`config.mk`:
```
export PLATFORM = sky130hd
export DESIGN_NAME = updown_counter_mod
export DESIGN_NICKNAME = d
export VERILOG_FILES = /design/src/rtl/updown_counter_pkg.sv /design/src/rtl/updown_counter_mod_prescaler.sv /design/src/rtl/updown_counter_mod.sv
export SDC_FILE = /design/constraint.sdc
export NUM_CORES = 1
export LEC_CHECK = 0
export ABC_AREA = 1
export CAP_MARGIN = 20
export CELL_PAD_IN_SITES_DETAIL_PLACEMENT = 2
export CELL_PAD_IN_SITES_GLOBAL_PLACEMENT = 2
export CORE_ASPECT_RATIO = 0.8
export CORE_MARGIN = 3
export CORE_UTILIZATION = 22
export CTS_CLUSTER_SIZE = 16
export DETAILED_ROUTE_END_ITERATION = 8
export HOLD_SLACK_MARGIN = 0.06
export PLACE_DENSITY_LB_ADDON = 0.1
export SYNTH_ARGS = -nofsm -noshare
export SYNTH_HDL_FRONTEND = slang
export SYNTH_HIERARCHICAL = 1
export SYNTH_SLANG_ARGS = --single-unit
```
`constraint.sdc`:
```
create_clock -name clk -period 1.8 [get_ports clk]
set_clock_uncertainty 0.1 [all_clocks]
set_input_delay 0.27 -clock clk [delete_from_list [all_inputs] [get_ports clk]]
set_output_delay 0.27 -clock clk [all_outputs]
set_load 0.05 [all_outputs]
```
`src/rtl/updown_counter_pkg.sv`:
```
// Shared types and the tick arithmetic for the up/down event counter.
package updown_counter_pkg;

   typedef enum logic {MODE_WRAP = 1'b0, MODE_SAT = 1'b1} cnt_mode_t;

   // Wide enough for a 32-bit count plus the carry bit used in the range check.
   localparam int CALC_W = 33;

   typedef struct packed {
      logic [CALC_W-1:0] next;
      logic              evt;
   } step_result_t;

   // Next count and boundary-event flag for one tick. Operands are zero-extended
   // so the sum is never truncated before it is compared with max_val.
   function automatic step_result_t calc_next(input logic [CALC_W-1:0] cnt,
                                              input logic [CALC_W-1:0] stp,
                                              input logic              up,
                                              input cnt_mode_t         mode,
                                              input logic [CALC_W-1:0] max_val);
      step_result_t      res;
      logic [CALC_W-1:0] r;
      res.next = cnt;
      res.evt  = 1'b0;
      r        = cnt + stp;
      if (up) begin
         if (r > max_val) begin
            res.evt  = 1'b1;
            res.next = (mode == MODE_SAT) ? max_val : r - (max_val + 1'b1);
         end else begin
            res.next = r;
         end
      end else begin
         if (stp > cnt) begin
            res.evt  = 1'b1;
            res.next = (mode == MODE_SAT) ? '0 : cnt + (max_val + 1'b1) - stp;
         end else begin
            res.next = cnt - stp;
         end
      end
      return res;
   endfunction

endpackage

```
`src/rtl/updown_counter_mod_prescaler.sv`:
```
// Divides enabled cycles down to counting ticks; tick is high on the enabled
// cycle that completes a PRESCALE-long group.
module counter_prescaler #(
   parameter int PRESCALE = 1
) (
   input  logic clk,
   input  logic rst,
   input  logic clr,
   input  logic en,
   output logic tick
);

   generate
      if (PRESCALE == 1) begin : g_direct
         logic unused_in;
         assign unused_in = ^{clk, rst, clr};
         assign tick      = en;
      end else begin : g_div
         localparam int PW = $clog2(PRESCALE);
         localparam logic [PW-1:0] LAST = PW'(PRESCALE - 1);
         logic [PW-1:0] phase;

         assign tick = en && (phase == LAST);

         // Phase advances only while enabled; load and reset restart the group.
         always_ff @(posedge clk) begin
            if (rst || clr) begin
               phase <= '0;
            end else if (en) begin
               phase <= (phase == LAST) ? '0 : phase + 1'b1;
            end
         end
      end
   endgenerate

endmodule

```
`src/rtl/updown_counter_mod.sv`:
```
// General-purpose up/down event counter with modulo limit, variable step,
// wrap/saturate mode, prescaler, terminal-count pulse and sticky overflow.
module updown_counter_mod
   import updown_counter_pkg::*;
#(
   parameter int          WIDTH    = 8,
   parameter int unsigned MAX_VAL  = 2**WIDTH - 1,
   parameter int          STEP_W   = 4,
   parameter int          PRESCALE = 1
) (
   input  logic              clk,
   input  logic              rst,
   input  logic              en,
   input  logic              load,
   input  logic [WIDTH-1:0]  load_val,
   input  logic              updown,
   input  logic [STEP_W-1:0] step,
   input  logic              mode,
   input  logic              clr_ovf,
   output logic [WIDTH-1:0]  count,
   output logic              tc,
   output logic              ovf,
   output logic              zero
);

   logic         tick;
   step_result_t nxt;
   logic [WIDTH-1:0] load_clamped;
   logic         unused_hi;

   counter_prescaler #(.PRESCALE(PRESCALE)) u_prescaler (
      .clk  (clk),
      .rst  (rst),
      .clr  (load),
      .en   (en),
      .tick (tick)
   );

   // Candidate next count for a tick, evaluated from the registered count.
   always_comb begin
      nxt = calc_next(CALC_W'(count), CALC_W'(step), updown, cnt_mode_t'(mode),
                      CALC_W'(MAX_VAL));
   end

   // Loaded values above the limit are clamped to it.
   always_comb begin
      load_clamped = (CALC_W'(load_val) > CALC_W'(MAX_VAL)) ? WIDTH'(MAX_VAL) : load_val;
   end

   // The result never exceeds MAX_VAL, so the upper bits are always zero.
   assign unused_hi = ^nxt.next[CALC_W-1:WIDTH];

   // Priority rst > load > tick > hold; a boundary event sets ovf over clr_ovf.
   always_ff @(posedge clk) begin
      if (rst) begin
         count <= '0;
         tc    <= 1'b0;
         ovf   <= 1'b0;
      end else if (load) begin
         count <= load_clamped;
         tc    <= 1'b0;
         if (clr_ovf) ovf <= 1'b0;
      end else if (tick) begin
         count <= WIDTH'(nxt.next);
         tc    <= nxt.evt;
         if (nxt.evt)      ovf <= 1'b1;
         else if (clr_ovf) ovf <= 1'b0;
      end else begin
         tc <= 1'b0;
         if (clr_ovf) ovf <= 1'b0;
      end
   end

   assign zero = (count == '0);

endmodule

```
Word level (Yosys, flattened, before mapping)
Index checks and enable logic that the tools add are counted. W data, S select, Z words.

Output and inout bits: 11. Bits of input ports: 19. Flip-flop bits (word level): 10.

Muxes and demuxes: 13. Reduce and logical (&&, ||, !) cells: 3. Bitwise operators: 1. Add/subtract/negate cells: 5. Order comparisons: 2.

Operators by type and width (number): $mux W8 (6); $sub A8 B4 Y8 (2); $add A8 B4 Y9 (1); $gt A9 B8 Y1 const B (1); $mux W9 (1); $add A8 B1 Y8 const B (1); $gt A4 B8 Y1 (1); $logic_not A8 Y1 (1); $sub A8 B1 Y8 const B (1); $mux W1 (6); $reduce_or A3 Y1 (1); $reduce_bool A2 Y1 (1); $not A1 Y1 (1).

Logic depth before layout (Yosys ltp)
Word-level depth: 8. Depth in mapped cells: 15. Mapped depth without buffers: 15.

By module
Netlist, hierarchy kept.

Modules (own cells, without submodules): updown_counter_mod (cells each 176, area each 1091.0 um^2, sequential area each 200.2 um^2, instances 1); counter_prescaler (cells each 1, area each 7.5 um^2, sequential area each 0.0 um^2, instances 1).

Worst setup path before layout
Ideal clock, no wire load.

Path kind: register to output. Start point: register count[5]. End point: output zero. Setup slack: -0.535 ns. Arrival time: 1.965 ns. Stages on the path, launching flop included: 5. Data required time: 1.430 ns. Cells stage by stage: dfxtp_1 -> buf_6 -> nor2_2 -> inv_1 -> nor3_1.

Cells in the longest elaborated chain, start to end: 1.

RTL lines: start: declaration (line updown_counter_mod.sv:20) `output logic [WIDTH-1:0] count,`; start signal: assignment (line updown_counter_mod.sv:60) `count <= load_clamped;`; start signal: assignment (line updown_counter_mod.sv:64) `count <= WIDTH'(nxt.next);`; $logic_not A8 Y1 (line updown_counter_mod.sv:74) `assign zero = (count == '0);`; end: declaration (line updown_counter_mod.sv:23) `output logic zero`.

Every way passes these cells.

Final worst setup path
Start point: register count[0]. End point: register count[2].

Cells in the longest elaborated chain, start to end: 7.

RTL lines: $add A8 B1 Y8 or $add A8 B4 Y9 (tied branches) (line updown_counter_pkg.sv:36, updown_counter_pkg.sv:25); $sub A8 B4 Y8 or $sub A8 B1 Y8 (tied branches) (line updown_counter_pkg.sv:36, updown_counter_pkg.sv:29); $mux W8, on equally long branches (line updown_counter_pkg.sv:36, updown_counter_pkg.sv:29); $mux W8, on equally long branches (line updown_counter_pkg.sv:34, updown_counter_pkg.sv:27); $mux W9 * (line updown_counter_pkg.sv:26) `if (up) begin`; $mux W8 * (line updown_counter_mod.sv:63) `end else if (tick) begin`; $mux W8 * (line updown_counter_mod.sv:59) `end else if (load) begin`.

Mark *: on every way between the ends. The rest lies on a longest branch, timed or not. The select of a mux whose other input is x is not followed. A chain may end at the register's enable or synchronous reset.

==> flow_metrics.env <==
export IMPL_status="finished, violations left"
export IMPL_violations="setup timing"
export IMPL_finalHoldWorstSlack_ns=0.369
export IMPL_avgViaCountPerCell=4.81
export IMPL_irDropWorstVdd_mv=0.278
export IMPL_slew_viol_final=0
export IMPL_ys_warn_count=6
export IMPL_cp_data_arrival_time_ns=1.96
export IMPL_tritoncts="done"
export IMPL_critPathRequiredTime_ns=1.81
export IMPL_grt_setup_unrepaired="yes"
export IMPL_seqCellArea_um2=215
export IMPL_drive_gt1_frac=0.426
export IMPL_period_share=1.08
export IMPL_die_w_um=85.0
export IMPL_firstDrtPassIters=4
export IMPL_synth_top_area_share=0.182
export IMPL_grt_max_degree=8
export IMPL_r2r_start="count[0]"
export IMPL_antenna_found_initial=0
export IMPL_total_leakage_power_nw=0.966
export IMPL_synthFlopType="dfxtp_1"
export IMPL_fill_cells=561
export IMPL_netlist_area_um2=1100
export IMPL_drt_iter0_drc=71
export IMPL_endpoint_kind="flip-flop"
export IMPL_dpl_cell_area_um2=1690
export IMPL_design_area_um2=1970
export IMPL_path_clk_slew_ns=0.05
export IMPL_start_kind="flip-flop"
export IMPL_fin_nets=272
export IMPL_worst_slack_ns=-0.145
export IMPL_synth_async_sr_flop_share=0
export IMPL_syn_area_per_cell_um2=6.21
export IMPL_syn_instance_count=177
export IMPL_synth_seq_cells=10
export IMPL_finalSetupViolCount=8
export IMPL_route_detailed_wl_per_inst_um=17.4
export IMPL_reg2reg_depth=10
export IMPL_wl_um=5260
export IMPL_drc=0
export IMPL_ios=30
export IMPL_max_cap_violations=0
export IMPL_cts_buffers=3
export IMPL_synth_area_top_cells="dfxtp_1 (18%), nand2_1 (17%), ha_1 (9.1%)"
export IMPL_synthDistinctLibCells=25
export IMPL_hold_violations=0
export IMPL_worst_slew_pin_slew_ns=0.332
export IMPL_ant_nets=0
export IMPL_root_buffer="clkbuf_8"
export IMPL_synth_top_area_cell="dfxtp_1"
export IMPL_place_gp_congestion=0.888
export IMPL_endpoint="count[2]"
export IMPL_cts_sinks=10
export IMPL_num_vias=1453
export IMPL_hold_buffers=0
export IMPL_dp_hpwl_um=4080
export IMPL_diodes=0
export IMPL_reg2reg_slack_ns=-0.15
export IMPL_powerDensity_nw_per_um2=612
export IMPL_dieHeight_um=69.2
export IMPL_port_buffers=29
export IMPL_h_tree_depth=1
export IMPL_multi_input_area_um2=946
export IMPL_max_slew_margin_rel=0.778
export IMPL_hold_start="ovf"
export IMPL_clk_latency_ns=0.24
export IMPL_grt_pass1_wl_um=8470
export IMPL_synth_edf_count=0
export IMPL_critical_path_max_fanout=6
export IMPL_grt_pass1_vias=1588
export IMPL_critPathKind="reg2reg"
export IMPL_start_util=0.233
export IMPL_cp_startpoint="count[0]"
export IMPL_fmax_mhz=514
export IMPL_whs_path_depth=2
export IMPL_hp_class="reg2reg"
export IMPL_synthToLayoutAreaGrowth_pct=79.7
export IMPL_core_area_um2=4710
export IMPL_core_rowCount=22
export IMPL_power_mw=1.21
export IMPL_grt_ovfl_total=0
export IMPL_timing_rr_end="count[2]"
export IMPL_syn_nets=206
export IMPL_clock_path_buffers=2
export IMPL_die_area_um2=5880
export IMPL_ys_seq_area_frac=0.182
export IMPL_grt_total_usage=0.182
export IMPL_min_period_ns=1.95
[layer usage]
layer	track usage	wire [µm]	up-vias
met5	0	0	-
met3	0.0297	134	4
met4	0.0158	13	0
met1	0.247	2410	719
met2	0.312	2700	24
li1	-	-	706
[kinds of logic after synthesis]
family                   Yosys count  share of synthesized area
AO/OA/AOI/OAI                     30                      0.157
XOR/XNOR                           3                     0.0239
adder cells (fa/ha/maj)           10                      0.128
buffers and inverters             30                      0.117
flip-flops                        10                      0.182
AND/OR/NAND/NOR                   94                      0.392
[placed cells by master (no fill, tap or decap), drive strengths merged]
cell,instances
nand2,53
buf,47
inv,26
nand3,19
nor2,17
clkdlybuf4s50,14
a21oi,14
o21ai,11
dfxtp,10
ha,8
a22oi,4
clkbuf,4
nand4,3
xor2,3
dlygate4sd2,3
nor3,2
fa,2
o22ai,1
dlymetal6s2s,1
[metrics by stage]
stage	TNS, ns	utilization	setup slack [ns]	cells
3_3_place_gp	-4.48	0.358	-0.571	290
2_1_floorplan	-0.0397	-	-0.0251	177
5_1_grt	-1.86	0.419	-0.254	302
6_report	-0.895	0.419	-0.145	302
3_5_place_dp	-5.33	0.358	-0.667	290
4_1_cts	-1.22	0.399	-0.262	299
[layout make-up]
cell class	count	area share
tap	60	0.0380
timing repair buffer	65	0.294
multi-input combinational	137	0.479
sequential	10	0.109
inverter	26	0.0520
clock buffer	4	0.0279
[cells in the mapped netlist, drive strengths merged (2+ instances only)]
cell / count
inv: 26
nor2: 17
fa: 2
a22oi: 4
nand3: 19
buf: 4
o21ai: 11
nand2: 53
nand4: 3
a21oi: 14
nor3: 2
dfxtp: 10
ha: 8
xor2: 3
[flip-flops by register name, summed over array words and instances, names as in the netlist]
register,count
count,8
ovf,1
tc,1
[report_power, final]
group,internal [mW],switching (mW),leakage [nW]
clock network,0.193,0.0971,0.0288
registers,0.238,0.0232,0.0849
logic,0.282,0.375,0.852
total,0.713,0.496,0.966
[how the worst min path moves through the flow]
stage	endpoint	slack [ns]
CTS	ovf	0.39
finish	ovf	0.37
detailed placement	ovf	0.38
floorplan	count[0]	0.23
global placement	ovf	0.36
global route	ovf	0.40
[what timing repair did]
action,4_1_cts,5_1_grt
pin swaps,10,15
setup endpoints to repair,10,11
buffers inserted,5,3
resized for setup,26,22
gates cloned,0,0
[critical path: stages, from the launching register on]
cell     delay [ns]
dfxtp_4        0.35
buf_6          0.12
ha_4           0.15
fa_2           0.38
nand3_4        0.11
nand2_4        0.09
nand4_1        0.18
buf_4          0.15
nand3_1        0.07
nand2_1        0.06
a21oi_1        0.05
Power figures use the tool's default switching activity.
